<file path="src/rtl/vga_line_block_ram_pkg.sv">
// Shared constants for the VGA line buffer.
//   Screen geometry: 256x192 pixels, 8 bits (RGB332) per pixel.
//   Line RAM geometry: 64 words x 32 bits, i.e. one full screen line.
package vga_line_block_ram_pkg;

    localparam int SCREEN_WIDTH  = 256;
    localparam int SCREEN_HEIGHT = 192;
    localparam int PIXEL_W       = 8;

    localparam int LINE_WORDS    = 64;
    localparam int LINE_WORD_W   = 32;
    localparam int LINE_WORD_AW  = $clog2(LINE_WORDS);
    localparam int LINE_BYTE_AW  = $clog2(SCREEN_WIDTH);

    // Number of pixels packed into one line-RAM word.
    localparam int PIXELS_PER_WORD = LINE_WORD_W / PIXEL_W;

    // Total pixel count of a frame, kept here so the frame-level blocks
    // share one definition with the line buffer.
    localparam int SCREEN_PIXELS = SCREEN_WIDTH * SCREEN_HEIGHT;

endpackage

</file>
<file path="src/rtl/vga_byte_lane_sel.sv">
// Combinational byte-lane multiplexer.
//   word     : input word, little-endian byte lanes (lane 0 = bits 7:0)
//   lane     : lane index
//   lane_byte: selected 8-bit lane
module vga_byte_lane_sel
    import vga_line_block_ram_pkg::*;
#(
    parameter int WORD_W  = LINE_WORD_W,
    parameter int LANE_AW = $clog2(LINE_WORD_W / PIXEL_W)
) (
    input  logic [WORD_W-1:0]  word,
    input  logic [LANE_AW-1:0] lane,
    output logic [PIXEL_W-1:0] lane_byte
);

    localparam int LANES = WORD_W / PIXEL_W;

    logic [PIXEL_W-1:0] lanes [0:LANES-1];

    genvar gi;
    generate
        for (gi = 0; gi < LANES; gi++) begin : g_lane
            assign lanes[gi] = word[gi*PIXEL_W +: PIXEL_W];
        end
    endgenerate

    assign lane_byte = lanes[lane];

endmodule

</file>
<file path="src/rtl/vga_line_block_ram.sv">
// Line buffer RAM for the VGA path: written a word at a time from memory
// read bursts, read back one pixel (byte) at a time by pixel x coordinate.
//   clk     : clock, all logic on the rising edge
//   reset   : synchronous active-high; clears rd_data only
//   wr_en   : write strobe
//   wr_addr : word address of write
//   wr_data : word to write
//   rd_addr : byte (pixel x) address
//   rd_data : registered pixel, one cycle after rd_addr
module vga_line_block_ram
    import vga_line_block_ram_pkg::*;
#(
    parameter int WORD_AW = LINE_WORD_AW,
    parameter int WORD_W  = LINE_WORD_W,
    parameter int BYTE_AW = LINE_BYTE_AW
) (
    input  logic               clk,
    input  logic               reset,
    input  logic               wr_en,
    input  logic [WORD_AW-1:0] wr_addr,
    input  logic [WORD_W-1:0]  wr_data,
    input  logic [BYTE_AW-1:0] rd_addr,
    output logic [PIXEL_W-1:0] rd_data
);

    localparam int DEPTH   = 2 ** WORD_AW;
    localparam int LANE_AW = BYTE_AW - WORD_AW;

    // Storage is never reset so the array stays a plain RAM.
    logic [WORD_W-1:0] mem [0:DEPTH-1];

    logic [WORD_AW-1:0] rd_word;
    logic [LANE_AW-1:0] rd_lane;
    logic [PIXEL_W-1:0] lane_byte;
    logic [PIXEL_W-1:0] rd_data_reg;

    assign rd_word = rd_addr[BYTE_AW-1:LANE_AW];
    assign rd_lane = rd_addr[LANE_AW-1:0];

    // Writes are independent of reset so a refill in progress is not lost.
    always_ff @(posedge clk) begin
        if (wr_en) begin
            mem[wr_addr] <= wr_data;
        end
    end

    vga_byte_lane_sel #(
        .WORD_W  (WORD_W),
        .LANE_AW (LANE_AW)
    ) u_lane_sel (
        .word      (mem[rd_word]),
        .lane      (rd_lane),
        .lane_byte (lane_byte)
    );

    // The read samples the array before this edge's write lands, giving
    // read-first behaviour on a same-word collision.
    always_ff @(posedge clk) begin
        if (reset) begin
            rd_data_reg <= '0;
        end else begin
            rd_data_reg <= lane_byte;
        end
    end

    assign rd_data = rd_data_reg;

endmodule

</file>
<file path="config.mk">
export PLATFORM = sky130hd
export DESIGN_NAME = vga_line_block_ram
export DESIGN_NICKNAME = d
export VERILOG_FILES = /design/src/rtl/vga_line_block_ram_pkg.sv /design/src/rtl/vga_byte_lane_sel.sv /design/src/rtl/vga_line_block_ram.sv
export SDC_FILE = /design/constraint.sdc
export NUM_CORES = 2
export LEC_CHECK = 0
export ABC_AREA = 1
export CAP_MARGIN = 20
export CORE_ASPECT_RATIO = 0.8
export CORE_MARGIN = 2
export CORE_UTILIZATION = 50
export CTS_BUF_LIST = sky130_fd_sc_hd__clkbuf_16
export DETAILED_ROUTE_END_ITERATION = 8
export GPL_TIMING_DRIVEN = 0
export PLACE_DENSITY_LB_ADDON = 0.05
export SLEW_MARGIN = 25
export SYNTH_ARGS = -nofsm -noshare
export SYNTH_HDL_FRONTEND = slang
export SYNTH_HIERARCHICAL = 1
export SYNTH_SLANG_ARGS = --single-unit
</file>
<file path="constraint.sdc">
create_clock -name clk -period 5.4 [get_ports clk]
set_input_delay 1.08 -clock clk [delete_from_list [all_inputs] [get_ports clk]]
set_output_delay 1.08 -clock clk [all_outputs]
set_load 0.02 [all_outputs]
</file>
## After elaboration in Yosys (flattened, before gate mapping)

Memories as Yosys holds them, arrays and structs flattened.
Cells that the tools add are included.

- Bits in registers: 8
- RAM bits: 2048
- Input port bits: 49
- Output and inout bits: 8
- Word-level logic and storage cells: 9
- Memories: 1

Memories:

| name | words | width | rd ports | clocked after memory_dff | write ports | RTL line | text |
|---|---|---|---|---|---|---|---|
| mem | 64 | 32 | 1 | 0 | 1 | vga_line_block_ram.sv:30 | `logic [WORD_W-1:0] mem [0:DEPTH-1];` |

- $lt $le $gt $ge: 1
- Multiplexer cells: 5
- Bitwise operators: 1

Operator list:

| cell | number |
|---|---|
| 8-bit binary-select mux with 2-bit select | 1 |
| 8-bit two-way mux | 2 |
| 3-bit >= comparator, second input constant | 1 |
| 2-bit NOT with 3-bit output | 1 |
| 1-bit two-way mux | 2 |

## Logic depth before layout (Yosys ltp)

- Depth after elaboration: 4
- Mapped depth: 19
- Gate-level depth less buffers: 15

## Modules after synthesis

The synthesis kept the hierarchy.

By module, submodules not included:

| module | instances | cells an instance | area an instance (sq um) | sequential area each (sq um) |
|---|---|---|---|---|
| vga_line_block_ram | 1 | 6763 | 82415.3 | 61659.1 |
| vga_byte_lane_sel | 1 | 94 | 395.4 | 0.0 |

## Least setup slack after synthesis

OpenSTA, ideal clock, no wires.

- Path kind: input to register
- From: input port wr_en
- To: memory mem[48][0] (netlist name), enable pin
- Setup time: 0.502 ns
- Arrival time: 4.708 ns
- Required time: 4.898 ns
- Slack: 0.190 ns
- Stages on the path: 3
- Buffers on the path: 1
- Path through: clkbuf_1 nand4_1 nor4_1

- Longest elaborated chain between the ends: 2

RTL lines:

| element | RTL line | text |
|---|---|---|
| start: declaration | vga_line_block_ram.sv:19 | `input logic wr_en,` |
| 1-bit two-way mux | vga_line_block_ram.sv:42 | `if (wr_en) begin` |
| 1-bit two-way mux (implied by the code) | vga_line_block_ram.sv:43 | `mem[wr_addr] <= wr_data;` |
| end: declaration | vga_line_block_ram.sv:30 |  |

No other way between the ends.

## Final worst setup path

- From: input port rd_addr[3]
- To: register rd_data_reg[3], in the netlist rd_data[3]

- Longest elaborated chain between the ends: 4

RTL lines:

| element | RTL line | text |
|---|---|---|
| start: declaration | vga_line_block_ram.sv:22 | `input logic [BYTE_AW-1:0] rd_addr,` |
| memory read 64 x 32 bit | n/a |  |
| 8-bit binary-select mux with 2-bit select | vga_byte_lane_sel.sv:27 | `assign lane_byte = lanes[lane];` |
| 8-bit two-way mux (implied by the code) (2 in a row) | vga_byte_lane_sel.sv:27 |  |
| net lane_byte[3] | vga_line_block_ram.sv:34 | `logic [PIXEL_W-1:0] lane_byte;` |
| end signal: assignment | vga_line_block_ram.sv:62 | `rd_data_reg <= lane_byte;` |
| end: declaration | vga_line_block_ram.sv:35 | `logic [PIXEL_W-1:0] rd_data_reg;` |

The timed path passes the listed nets, and every way through them passes these cells. The select of a mux whose other input is x is not followed.
A chain may end at the register's enable or synchronous reset.

==> summary.md <==
| Metric | Value |
|---|---|
| Reg2reg path depth | `14` |
| CP required | `6.11 ns` |
| Dpl hpwl | `237000 um` |
| CTS root buf | `clkbuf_16` |
| Row count | `133` |
| Die Area | `169000 um^2` |
| DRC Markers | `0` |
| Hold Startpoint | `wr_data[28]` |
| CTS tree | `done` |
| Skew final | `0.0282 ns` |
| R2r setup slk | `2.80 ns` |
| CTS max path bufs | `3` |
| Commonest non-fill, non-tap cells in the layout | `nand2_1, edfxtp_1, nand3_1` |
| Worst min path class | `in -> reg` |
| Max frequency | `241 MHz` |
| Final min period | `4.15 ns` |
| Num CTS Buffers | `200` |
| Final Cycle Share | `76.9%` |
| Power Dens Cells | `352 nW/um^2` |
| Post-synth EDFFs | `2048` |
| Resize count post-CTS | `0` |
| Crit-path max FO | `10` |
| CTS sink cnt | `2056` |
| Crit end category | `flop` |
| Initial Utilization | `50.4%` |
| Commonest non-fill, non-tap cell in the layout | `nand2_1` |
| Worst-Skew Late Latency | `0.85 ns` |
| Antenna viol nets, final | `0` |
| Fin nets | `7394` |
| Worst Setup SP | `rd_addr[3]` |
| Area grow syn2layout | `17.1%` |
| DRT Pass-1 Iters | `6` |
| R2r startpoint | `mem[63][14]` |
| Worst Path Arrival | `4.87 ns` |
| Cell Int Power | `0.0258 W` |
| Prevailing post-synth register cell | `edfxtp_1` |
| Routed wire per std cell | `34.2 um` |
| Cells after Synth | `6857` |
| Post-synthesis average cell area | `12.1 um^2` |
| Worst slack, placed | `0.545 ns` |
| Max reg flops | `2048` |
| Port bufs | `45` |
| Worst Setup Path Type | `in -> reg` |
| Cell taking the most area after synthesis | `edfxtp_1` |
| Setup-failing EPs final | `0` |
| Synth cell types | `16` |
| Yosys reg bits | `2056` |
| Hold Crit Depth | `1` |
| Die H | `368 um` |
| Die X | `459 um` |
| Grt ovf | `0` |
| Routed wire length | `331000 um` |
| Status | `completed` |
| Leakage | `35.1 nW` |
| Core area | `164000 um^2` |
| Top post-synthesis cells by area | `edfxtp_1, nand3_1, nand2_1` |
| Seq pwr share | `51.7%` |
| Fraction of registers with async set/reset | `0%` |
| Layout cells sized above 1 | `12.5%` |
| Net Count, Synth | `6906` |
| Routability cong. | `1.08` |
| Clock power frac | `40.2%` |
| Critical Path Source Type | `input pin` |
| Logic pwr share | `8.1%` |
| Top-Level Pins | `57` |
| H-tree depth | `4` |
| Synth Cell Area | `82800 um^2` |
| Slew HR | `19.9%` |
| First-pass GRT wire length | `447000 um` |
| Hold Fails Final Rpt | `0` |
| Worst slew pin tran | `1.20 ns` |
| P_sw | `0.00836 W` |
| Initial antenna violation count | `27` |
| GRT Overall Usage | `38.9%` |
| Post-synth top area share | `74.3%` |
| Non-Filler Instances | `9693` |
| Worst setup margin | `1.25 ns` |
| Via-to-Cell Ratio | `6.28` |
| DR vias | `60800` |
| Synthesis Warnings | `6` |
| Clk slew on worst S/H paths | `0.06 ns` |
| Seq/Total Area, Yosys | `74.5%` |
| # Post-CTS Setup Buffers | `0` |
| Max_cap viols | `0` |
| Number of global-route vias before repair | `54600` |
| Initial drt markers | `10900` |
| RSZ-0062 raised after global routing | `false` |
| Slew Limit Fails | `0` |
| Maximum vdd drop | `0.366 mV` |
| Post-CTS Hold Buffers | `0` |
| Switching part of the total | `24.5%` |
| Pin count of the biggest net entering global routing | `57` |
| Cell Count Post-Placement | `9303` |
power groups by stage:
| stage | clock network, W | logic (W) | registers [W] |
|---|---|---|---|
| after CTS | 0.0137 | 0.00264 | 0.0177 |
| after global placement | 0 | 0.00248 | 0.0181 |
| after global routing | 0.0143 | 0.00284 | 0.0177 |
| after floorplan | 0 | 0.00115 | 0.0180 |
| after detailed placement | 0 | 0.00263 | 0.0180 |
| final | 0.0137 | 0.00276 | 0.0177 |
cells in the mapped netlist, types with 8 or more instances:
cell type and number:
nand3_1 1922, edfxtp_1 2048, inv_1 50, nor4_1 8, nor2_1 64, nand4_1 9
buf_4 18, dfxtp_1 8, buf_2 257, clkbuf_1 91, buf_1 50, buf_6 37
nand2_1 2290
critical path: stages:
cell and delay [ns]:
buf_4 0.31, buf_2 0.66, clkbuf_1 0.91, nand3_1 0.15, nand3_1 0.13, nand3_1 0.24, nand3_1 0.34, nand2_1 0.27
nand2_1 0.15, nand2_1 0.06, inv_1 0.04, nand2_1 0.04, nand3_1 0.09, nand2_1 0.19, inv_1 0.11, nor2_1 0.04
layout make-up:
class                      count  area [um^2]
timing repair buffer         286         4680
inverter                      54          208
clock inverter               167         1130
fill                       13400        67400
tap                         2160         2700
antenna                       17         42.5
buffer                       454         2410
sequential                  2056        61700
clock buffer                 206         5150
multi-input combinational   4293        19000
kinds of logic (layout without fill, tap and decap cells):
logic type             count (synthesis)  in the layout  share of synthesized area (%)
other                                  0             17                              0
buffers and inverters                508           1167                           3.13
DFF                                 2056           2056                           74.5
and+or+nand+nor                     4293           4293                           22.4
metrics by stage:
| stage | power, W | instance area [um^2] | TNS (ns) | hold slack, ns | utilization [%] |
|---|---|---|---|---|---|
| finish | 0.0342 | 97000 | 0 | 0.571 | 59.0 |
| global route | 0.0349 | 97000 | 0 | 0.537 | 59.0 |
| CTS | 0.0341 | 97000 | 0 | 0.522 | 59.0 |
| detailed placement | 0.0207 | 90700 | 0 | 1.36 | 55.2 |
| global placement | 0.0206 | 86000 | -3407.57 | 1.35 | 52.3 |
| floorplan | 0.0192 | 82800 | 0 | 0.991 | - |
per-layer routing:
metal	vias up	GRT usage, %	routed length [um]
li1	25400	-	-
met1	30100	55.9	128000
met2	4576	54.1	137000
met3	740	11.2	46900
met4	12	19.7	19300
met5	-	0	233
final timing paths:
check,endpoint
setup / recovery,rd_data[3]
hold / removal,mem[33][28]
setup reg to reg,rd_data[6]
hold reg to reg,rd_data[6]
Power figures use the tool's default switching activity.
